--- src/rtl/regfile_cmd_ctrl_pkg.sv ---
// Shared definitions for the RegFile command controller: FSM states and
// default command bytes that open write and read frames.
package regfile_cmd_ctrl_pkg;

    typedef enum logic [2:0] {
        IDLE,
        WR_ADDR,
        WR_DATA,
        WR_EXEC,
        RD_ADDR,
        RD_EXEC,
        RD_WAIT,
        TX_SEND
    } state_t;

    localparam logic [7:0] WR_CMD_DEFAULT = 8'hAA;
    localparam logic [7:0] RD_CMD_DEFAULT = 8'hBB;

endpackage

--- src/rtl/regfile_cmd_ctrl_if.sv ---
// Byte-stream, response and RegFile signals of the command controller.
// master is the controller side, slave is the UART/RegFile side.
interface regfile_cmd_ctrl_if #(
    parameter int WIDTH = 16,
    parameter int ADDR  = 3
);
    logic [7:0]       rx_data;
    logic             rx_valid;
    logic [7:0]       tx_data;
    logic             tx_valid;
    logic             tx_ready;
    logic             WrEn;
    logic             RdEn;
    logic [ADDR-1:0]  Address;
    logic [WIDTH-1:0] WrData;
    logic [WIDTH-1:0] RdData;
    logic             busy;

    modport master (
        input  rx_data, rx_valid, tx_ready, RdData,
        output tx_data, tx_valid, WrEn, RdEn, Address, WrData, busy
    );

    modport slave (
        output rx_data, rx_valid, tx_ready, RdData,
        input  tx_data, tx_valid, WrEn, RdEn, Address, WrData, busy
    );
endinterface

--- src/rtl/regfile_cmd_ctrl.sv ---
// Parses WR/RD command frames from the serial byte stream, drives RegFile
// and returns read words MSB-byte-first over a valid/ready byte channel.
module regfile_cmd_ctrl
    import regfile_cmd_ctrl_pkg::*;
#(
    parameter int         WIDTH  = 16,
    parameter int         ADDR   = 3,
    parameter logic [7:0] WR_CMD = WR_CMD_DEFAULT,
    parameter logic [7:0] RD_CMD = RD_CMD_DEFAULT
) (
    input logic              clk,
    input logic              rst,
    regfile_cmd_ctrl_if.master bus
);

    localparam int BYTES = WIDTH / 8;
    localparam int CNT_W = $clog2(BYTES + 1);
    localparam logic [CNT_W-1:0] LAST = CNT_W'(BYTES - 1);

    state_t           state;
    logic [CNT_W-1:0] cnt;
    logic [WIDTH-1:0] tx_shift;

    // The response byte is always the top byte of the shift register.
    assign bus.tx_data = tx_shift[WIDTH-1 -: 8];

    always_ff @(posedge clk) begin
        if (!rst) begin
            state        <= IDLE;
            cnt          <= '0;
            tx_shift     <= '0;
            bus.tx_valid <= 1'b0;
            bus.WrEn     <= 1'b0;
            bus.RdEn     <= 1'b0;
            bus.Address  <= '0;
            bus.WrData   <= '0;
            bus.busy     <= 1'b0;
        end else begin
            bus.WrEn <= 1'b0;
            bus.RdEn <= 1'b0;
            case (state)
                IDLE: begin
                    if (bus.rx_valid) begin
                        if (bus.rx_data == WR_CMD) begin
                            state <= WR_ADDR;
                        end else if (bus.rx_data == RD_CMD) begin
                            state <= RD_ADDR;
                        end
                    end
                end
                WR_ADDR: begin
                    if (bus.rx_valid) begin
                        bus.Address <= bus.rx_data[ADDR-1:0];
                        cnt         <= '0;
                        state       <= WR_DATA;
                    end
                end
                WR_DATA: begin
                    if (bus.rx_valid) begin
                        bus.WrData <= WIDTH'({bus.WrData, bus.rx_data});
                        cnt        <= cnt + 1'b1;
                        if (cnt == LAST) begin
                            bus.WrEn <= 1'b1;
                            state    <= WR_EXEC;
                        end
                    end
                end
                WR_EXEC: begin
                    state <= IDLE;
                end
                RD_ADDR: begin
                    if (bus.rx_valid) begin
                        bus.Address <= bus.rx_data[ADDR-1:0];
                        bus.RdEn    <= 1'b1;
                        bus.busy    <= 1'b1;
                        state       <= RD_EXEC;
                    end
                end
                RD_EXEC: begin
                    state <= RD_WAIT;
                end
                RD_WAIT: begin
                    tx_shift     <= bus.RdData;
                    bus.tx_valid <= 1'b1;
                    cnt          <= '0;
                    state        <= TX_SEND;
                end
                TX_SEND: begin
                    // Shifting only on a handshake keeps tx_data frozen under back-pressure.
                    if (bus.tx_valid && bus.tx_ready) begin
                        if (cnt == LAST) begin
                            bus.tx_valid <= 1'b0;
                            bus.busy     <= 1'b0;
                            cnt          <= '0;
                            state        <= IDLE;
                        end else begin
                            tx_shift <= tx_shift << 8;
                            cnt      <= cnt + 1'b1;
                        end
                    end
                end
                default: begin
                    state <= IDLE;
                end
            endcase
        end
    end

endmodule

--- src/flat_wrapper.sv ---
// flat-port wrapper written by rule: the top's interface ports become plain ports
module regfile_cmd_ctrl_flat import regfile_cmd_ctrl_pkg::*;
#(
    parameter int         WIDTH  = 16,
    parameter int         ADDR   = 3,
    parameter logic [7:0] WR_CMD = WR_CMD_DEFAULT,
    parameter logic [7:0] RD_CMD = RD_CMD_DEFAULT
)
  (clk, rst, bus_rx_data, bus_rx_valid, bus_tx_ready, bus_RdData, bus_tx_data, bus_tx_valid, bus_WrEn, bus_RdEn, bus_Address, bus_WrData, bus_busy);
  regfile_cmd_ctrl_if #(.WIDTH(WIDTH), .ADDR(ADDR)) bus_i ();
  input logic clk;
  input logic rst;
  input wire logic [$bits(bus_i.rx_data)-1:0] bus_rx_data;
  input wire logic [$bits(bus_i.rx_valid)-1:0] bus_rx_valid;
  input wire logic [$bits(bus_i.tx_ready)-1:0] bus_tx_ready;
  input wire logic [$bits(bus_i.RdData)-1:0] bus_RdData;
  output wire logic [$bits(bus_i.tx_data)-1:0] bus_tx_data;
  output wire logic [$bits(bus_i.tx_valid)-1:0] bus_tx_valid;
  output wire logic [$bits(bus_i.WrEn)-1:0] bus_WrEn;
  output wire logic [$bits(bus_i.RdEn)-1:0] bus_RdEn;
  output wire logic [$bits(bus_i.Address)-1:0] bus_Address;
  output wire logic [$bits(bus_i.WrData)-1:0] bus_WrData;
  output wire logic [$bits(bus_i.busy)-1:0] bus_busy;
  assign bus_i.rx_data = bus_rx_data;
  assign bus_i.rx_valid = bus_rx_valid;
  assign bus_i.tx_ready = bus_tx_ready;
  assign bus_i.RdData = bus_RdData;
  assign bus_tx_data = bus_i.tx_data;
  assign bus_tx_valid = bus_i.tx_valid;
  assign bus_WrEn = bus_i.WrEn;
  assign bus_RdEn = bus_i.RdEn;
  assign bus_Address = bus_i.Address;
  assign bus_WrData = bus_i.WrData;
  assign bus_busy = bus_i.busy;
  regfile_cmd_ctrl #(.WIDTH(WIDTH), .ADDR(ADDR), .WR_CMD(WR_CMD), .RD_CMD(RD_CMD)) u_core (.clk(clk), .rst(rst), .bus(bus_i));
endmodule
--- config.mk ---
export PLATFORM = sky130hd
export DESIGN_NAME = regfile_cmd_ctrl_flat
export DESIGN_NICKNAME = d
export VERILOG_FILES = /design/src/rtl/regfile_cmd_ctrl_pkg.sv /design/src/rtl/regfile_cmd_ctrl_if.sv /design/src/rtl/regfile_cmd_ctrl.sv /design/src/flat_wrapper.sv
export SDC_FILE = /design/constraint.sdc
export NUM_CORES = 1
export LEC_CHECK = 0
export CAP_MARGIN = 20
export CORE_MARGIN = 3
export CORE_UTILIZATION = 31
export DETAILED_ROUTE_END_ITERATION = 10
export SYNTH_ARGS = -nofsm -noshare
export SYNTH_HDL_FRONTEND = slang
export SYNTH_SLANG_ARGS = --single-unit
--- constraint.sdc ---
create_clock -name clk -period 2.4 [get_ports clk]
set_clock_uncertainty 0.1 [all_clocks]
set_input_delay 0.72 -clock clk [delete_from_list [all_inputs] [get_ports clk]]
set_output_delay 0.72 -clock clk [all_outputs]
set_load 0.03 [all_outputs]
* Word-level counts from Yosys, hierarchy flattened *
Index checks and enable logic that the tools add are counted.

storage, ports and cells
  ROM bits = 0
  memories kept = 0
  RAM bits = 0
  latch bits = 0
  logic and storage cells = 69
  output and inout bits = 31
  register bits after elaboration = 44
  bits of input ports = 28

operators by class
  multipliers = 0
  reductions and logical operators = 15
  order comparisons = 0
  equal/unequal tests = 19
  shift operators = 0
  add/subtract/negate cells = 1
  bitwise gates (word level) = 0
  mux-type cells = 25
  div/mod/pow operators = 0

operator list
  operator                                                                  count
  16-bit 2-to-1 mux                                                         2
  16-bit case mux with 2 select lines                                       1
  3-bit 2-to-1 mux                                                          9
  3-bit case mux with 8 select lines                                        1
  8-bit equality test (second input constant)                               2
  3-bit equality test (second input constant)                               4
  2-bit inequality test (second input constant)                             5
  3-bit AND reduction                                                       3
  2-bit 2-to-1 mux                                                          4
  2-bit case mux with 4 select lines                                        1
  4-bit AND reduction                                                       2
  8-bit AND reduction                                                       1
  3-bit by 2-bit equality test with 1-bit output (second input constant)    2
  2-bit by 1-bit inequality test with 1-bit output (second input constant)  3
  2-bit AND reduction                                                       3
  1-bit 2-to-1 mux                                                          5
  1-bit case mux with 2 select lines                                        2
  2-bit nonzero test                                                        2
  4-bit nonzero test                                                        1
  3-bit by 1-bit equality test with 1-bit output (second input constant)    1
  3-bit logical NOT                                                         1
  3-bit by 1-bit inequality test with 1-bit output (second input constant)  1
  2-bit by 1-bit adder with 2-bit output (second input constant)            1
  2-bit by 1-bit equality test with 1-bit output (second input constant)    1
  other kinds (2)                                                           2

* Logic depth before layout (Yosys ltp) *
  depth in word-level cells = 5
  mapped depth = 8
  mapped depth without buffers = 6

* Worst setup path after synthesis *
OpenSTA, ideal clock, no wires.

  path type = input-to-reg
  start = input port bus_rx_data[2]
  end = register u_core.state[0]
  arrival time = 1797 ps
  setup slack = 382 ps
  cell stages on the path = 4
  data required time = 2178 ps
  path through = and4b_1 a311oi_1 or3_4 o311a_1

on the way
  longest elaborated chain between the ends = 4
  elaborated cells between the ends (all ways) = 7
  those cells by class = eq/ne (3); mux (3); reduce/logical (1)

RTL lines
  item                                RTL line                RTL
  from (decl)                         flat_wrapper.sv:13      input wire logic [$bits(bus_i.rx_data)-1:0] bus_rx_data;
  8-bit equality test                 regfile_cmd_ctrl.sv:44  if (bus.rx_data == WR_CMD) begin
  3-bit 2-to-1 mux                    regfile_cmd_ctrl.sv:44
  3-bit 2-to-1 mux                    regfile_cmd_ctrl.sv:43  if (bus.rx_valid) begin
  3-bit case mux with 8 select lines  regfile_cmd_ctrl.sv:41  case (state)
  to (signal assigned)                regfile_cmd_ctrl.sv:45  state <= WR_ADDR;
  to (signal assigned)                regfile_cmd_ctrl.sv:47  state <= RD_ADDR;
  to (signal assigned)                regfile_cmd_ctrl.sv:55  state <= WR_DATA;
  to (decl)                           regfile_cmd_ctrl.sv:20  state_t state;

Several ways; a longest one is shown, not always the timed one. The select of a mux whose other input is x is not followed.
A chain may end at the register's enable or synchronous reset.

* Worst setup path after layout *
  start = input port bus_rx_data[1]
  end = register u_core.state[0]

The elaborated chain is that of the path after synthesis.

==> impl_results.md <==
* Die X at 86.3 um
* Hold Violations, Final at 0
* Static leakage at 0.00105 uW
* Pre-antenna DRT Iters at 4
* Peak fanout along the critical path at 2
* Hold WC Path Type: flip-flop to flip-flop
* First-pass GRT wire length at 8.34 mm
* WHS Path Cells at 2
* Pin count of the biggest net entering global routing at 20
* Nets at 339
* Post-route ant nets at 0
* # clock sinks at 44
* Post-synth net total at 276
* GR Overflow Total at 0
* Worst-skew pair later-pin latency at 290 ps
* Clock Pin Slew Worst Setup and Hold Paths at 80 ps
* Post-Syn Area per Cell at 8.30 um2
* DR DRC count at 0
* CTS root buffer: clkbuf_8
* HPWL Detailed at 3.79 mm
* Worst vdd ir at 0.249 mV
* Kind of critical path: input port to flip-flop
* CTS buffer count at 5
* Die Height at 86.3 um
* Die Footprint at 7450 um2
* Iter 0 DRT Violations at 81
* Utilization after layout at 47.0%
* Ranking of synthesized cells by area: dfxtp_1 44%, nand2_1 9.4%, a21oi_1 5.5%
* Reg area at 881 um2
* Fill count at 626
* Min Hold Slack at 357 ps
* Clk buf depth at 2
* Post-Syn Instances at 241
* Max cap viols at 0
* Power density cells at 625 nW/um2
* Sequential-to-total area share from yosys stat at 44.1%
* I/O Buffers at 58
* WL/cell at 13.3 um
* Num rows at 28
* Fmax at 0.440 GHz
* Detailed Route WL at 5.05 mm
* Vias at 1,806
* CTS resizes at 0
* Post-synth cell types at 42
* Setup violators final at 0
* Initial antenna violation count at 0
* Final critical-path share of the clock period at 94.7%
* Tot GR Track Use at 14.0%
* Ys flop type: dfxtp_1
* Post-CTS Setup Bufs at 0
* Worst-Margin Slew at 627 ps
* Share of layout cells above drive strength 1 at 10.8%
* Multi-input gate area at 976 um2
* Slew Viols, Final at 0
* Layout area overhead at 43.4%
* Core ar. at 6100 um2
* Critical Path Sink Type: flip-flop
* Worst Slack Setup Final at 128 ps
* CP arrival at 2360 ps
* CP startpoint kind: input port
* Slew HR at 58.1%
* Hold buffers post-CTS at 0
* Synth warn at 0
* Pre-CTS setup slack at -161 ps
* EDFF count, synth at 0
* Number of diodes at 0
* Minimum clock period at 2270 ps
* RD Place Congestion at 0.740
* Vias in the first global route at 1,766
* Num ports at 59
* FF-to-FF path depth at 4
* Cell taking the most area after synthesis: dfxtp_1
* Cell with the most instances after synthesis: nand2_1
* Yosys reg bits at 44
* CTS H-tree lvls at 2
* Most common library cells after synthesis: 50 x nand2_1, 44 x dfxtp_1, 22 x a21oi_1
* Starting Density at 32.8%
* TritonCTS clock tree: built
* Mapped Area at 2000 um2
* Worst Path Required at 2490 ps
* Via density at 4.75
* Synth top area share at 44.1%
* Status: finished, final reports clean
* RSZ-0062 raised after global routing: false
* Async S/R FF share, synth at 0%
-- layout by cell type (no fill, tap or decap), drive strengths merged, types with 2 or more instances in the layout --
master	netlist	routed
and3b	2	2
ha	7	7
clkdlybuf4s50	0	58
buf	14	20
nand3	13	13
a311oi	10	10
dfxtp	44	44
o22ai	2	2
a22oi	8	8
nor2	19	19
inv	6	6
and2	2	2
o21ai	5	5
nor2b	3	3
clkbuf	8	7
mux2i	2	2
a21oi	22	22
nand2	50	50
and3	4	4
-- metal layers --
| metal | global-route usage (%) | up-vias | share of wire, % |
|---|---|---|---|
| met4 | 3.40 | 0 | 0 |
| met5 | 0 | - | 0 |
| met2 | 22.8 | 30 | 48 |
| met3 | 3.52 | 0 | 3.4 |
| li1 | - | 963 | - |
| met1 | 18.7 | 813 | 49 |
-- where the power goes --
group | switching [uW] | internal [uW] | leakage, uW | total [uW]
logic | 192 | 186 | 0.000633 | 378
registers | 40.8 | 761 | 0.000354 | 802
clock network | 246 | 367 | 0.0000645 | 613
total | 478 | 1320 | 0.00105 | 1790
-- worst max-delay path: stages --
cell and delay [ps]:
clkdlybuf4s50_1 500, and4b_1 250, a311oi_1 140, or3_4 410, o311a_1 340
-- final cells by class --
| cell class | count | area share [%] |
|---|---|---|
| Multi-Input combinational cell | 169 | 34.0 |
| Sequential cell | 44 | 30.7 |
| Timing Repair Buffer | 78 | 26.8 |
| Clock buffer | 7 | 3.36 |
| Tap cell | 75 | 3.27 |
| Clock inverter | 1 | 1.05 |
| Inverter | 6 | 0.785 |
-- worst paths after layout --
check | start | endpoint | slack, ps
min reg2reg | u_core.bus.WrData[11]$_SDFFE_PN0P_ | u_core.bus.WrData[11]$_SDFFE_PN0P_ | 360
max | bus_rx_data[1] | u_core.state[0]$_SDFFE_PN0P_ | 130
min | u_core.bus.WrData[11]$_SDFFE_PN0P_ | u_core.bus.WrData[11]$_SDFFE_PN0P_ | 360
max reg2reg | u_core.state[2]$_SDFFE_PN0P_ | u_core.state[0]$_SDFFE_PN0P_ | 380
-- cell families (layout without fill, tap and decap cells) --
group | Yosys count | after routing | share of synthesized area, %
AND/OR/NAND/NOR | 100 | 100 | 22.9
AO/OA/AOI/OAI | 58 | 58 | 19.5
flip-flops | 44 | 44 | 44.1
buffers and inverters | 28 | 92 | 7.13
adder cells (fa/ha/maj) | 7 | 7 | 4.38
multiplexers | 3 | 3 | 1.56
XOR/XNOR | 1 | 1 | 0.438
-- registers in the layout (all words and copies together), names as in the netlist --
register and count:
u_core.bus.RdEn 1, u_core.bus.Address 3, u_core.bus.WrData 16, u_core.bus.busy 1, u_core.bus.WrEn 1, u_core.tx_shift 16
u_core.cnt 2, u_core.state 3, u_core.bus.tx_valid 1
-- per-stage QoR --
step / cell area, um2 / setup TNS [ps] / std cells / power, uW
final: 2870 / 0 / 380 / 1790
after global routing: 2870 / 0 / 380 / 1900
after CTS: 2870 / 0 / 380 / 1820
after global placement: 2740 / -276 / 372 / 1190
after detailed placement: 2740 / -309 / 372 / 1200
after floorplan: 2000 / 0 / 241 / 1040
No activity file was read; power rests on OpenSTA's default activity.
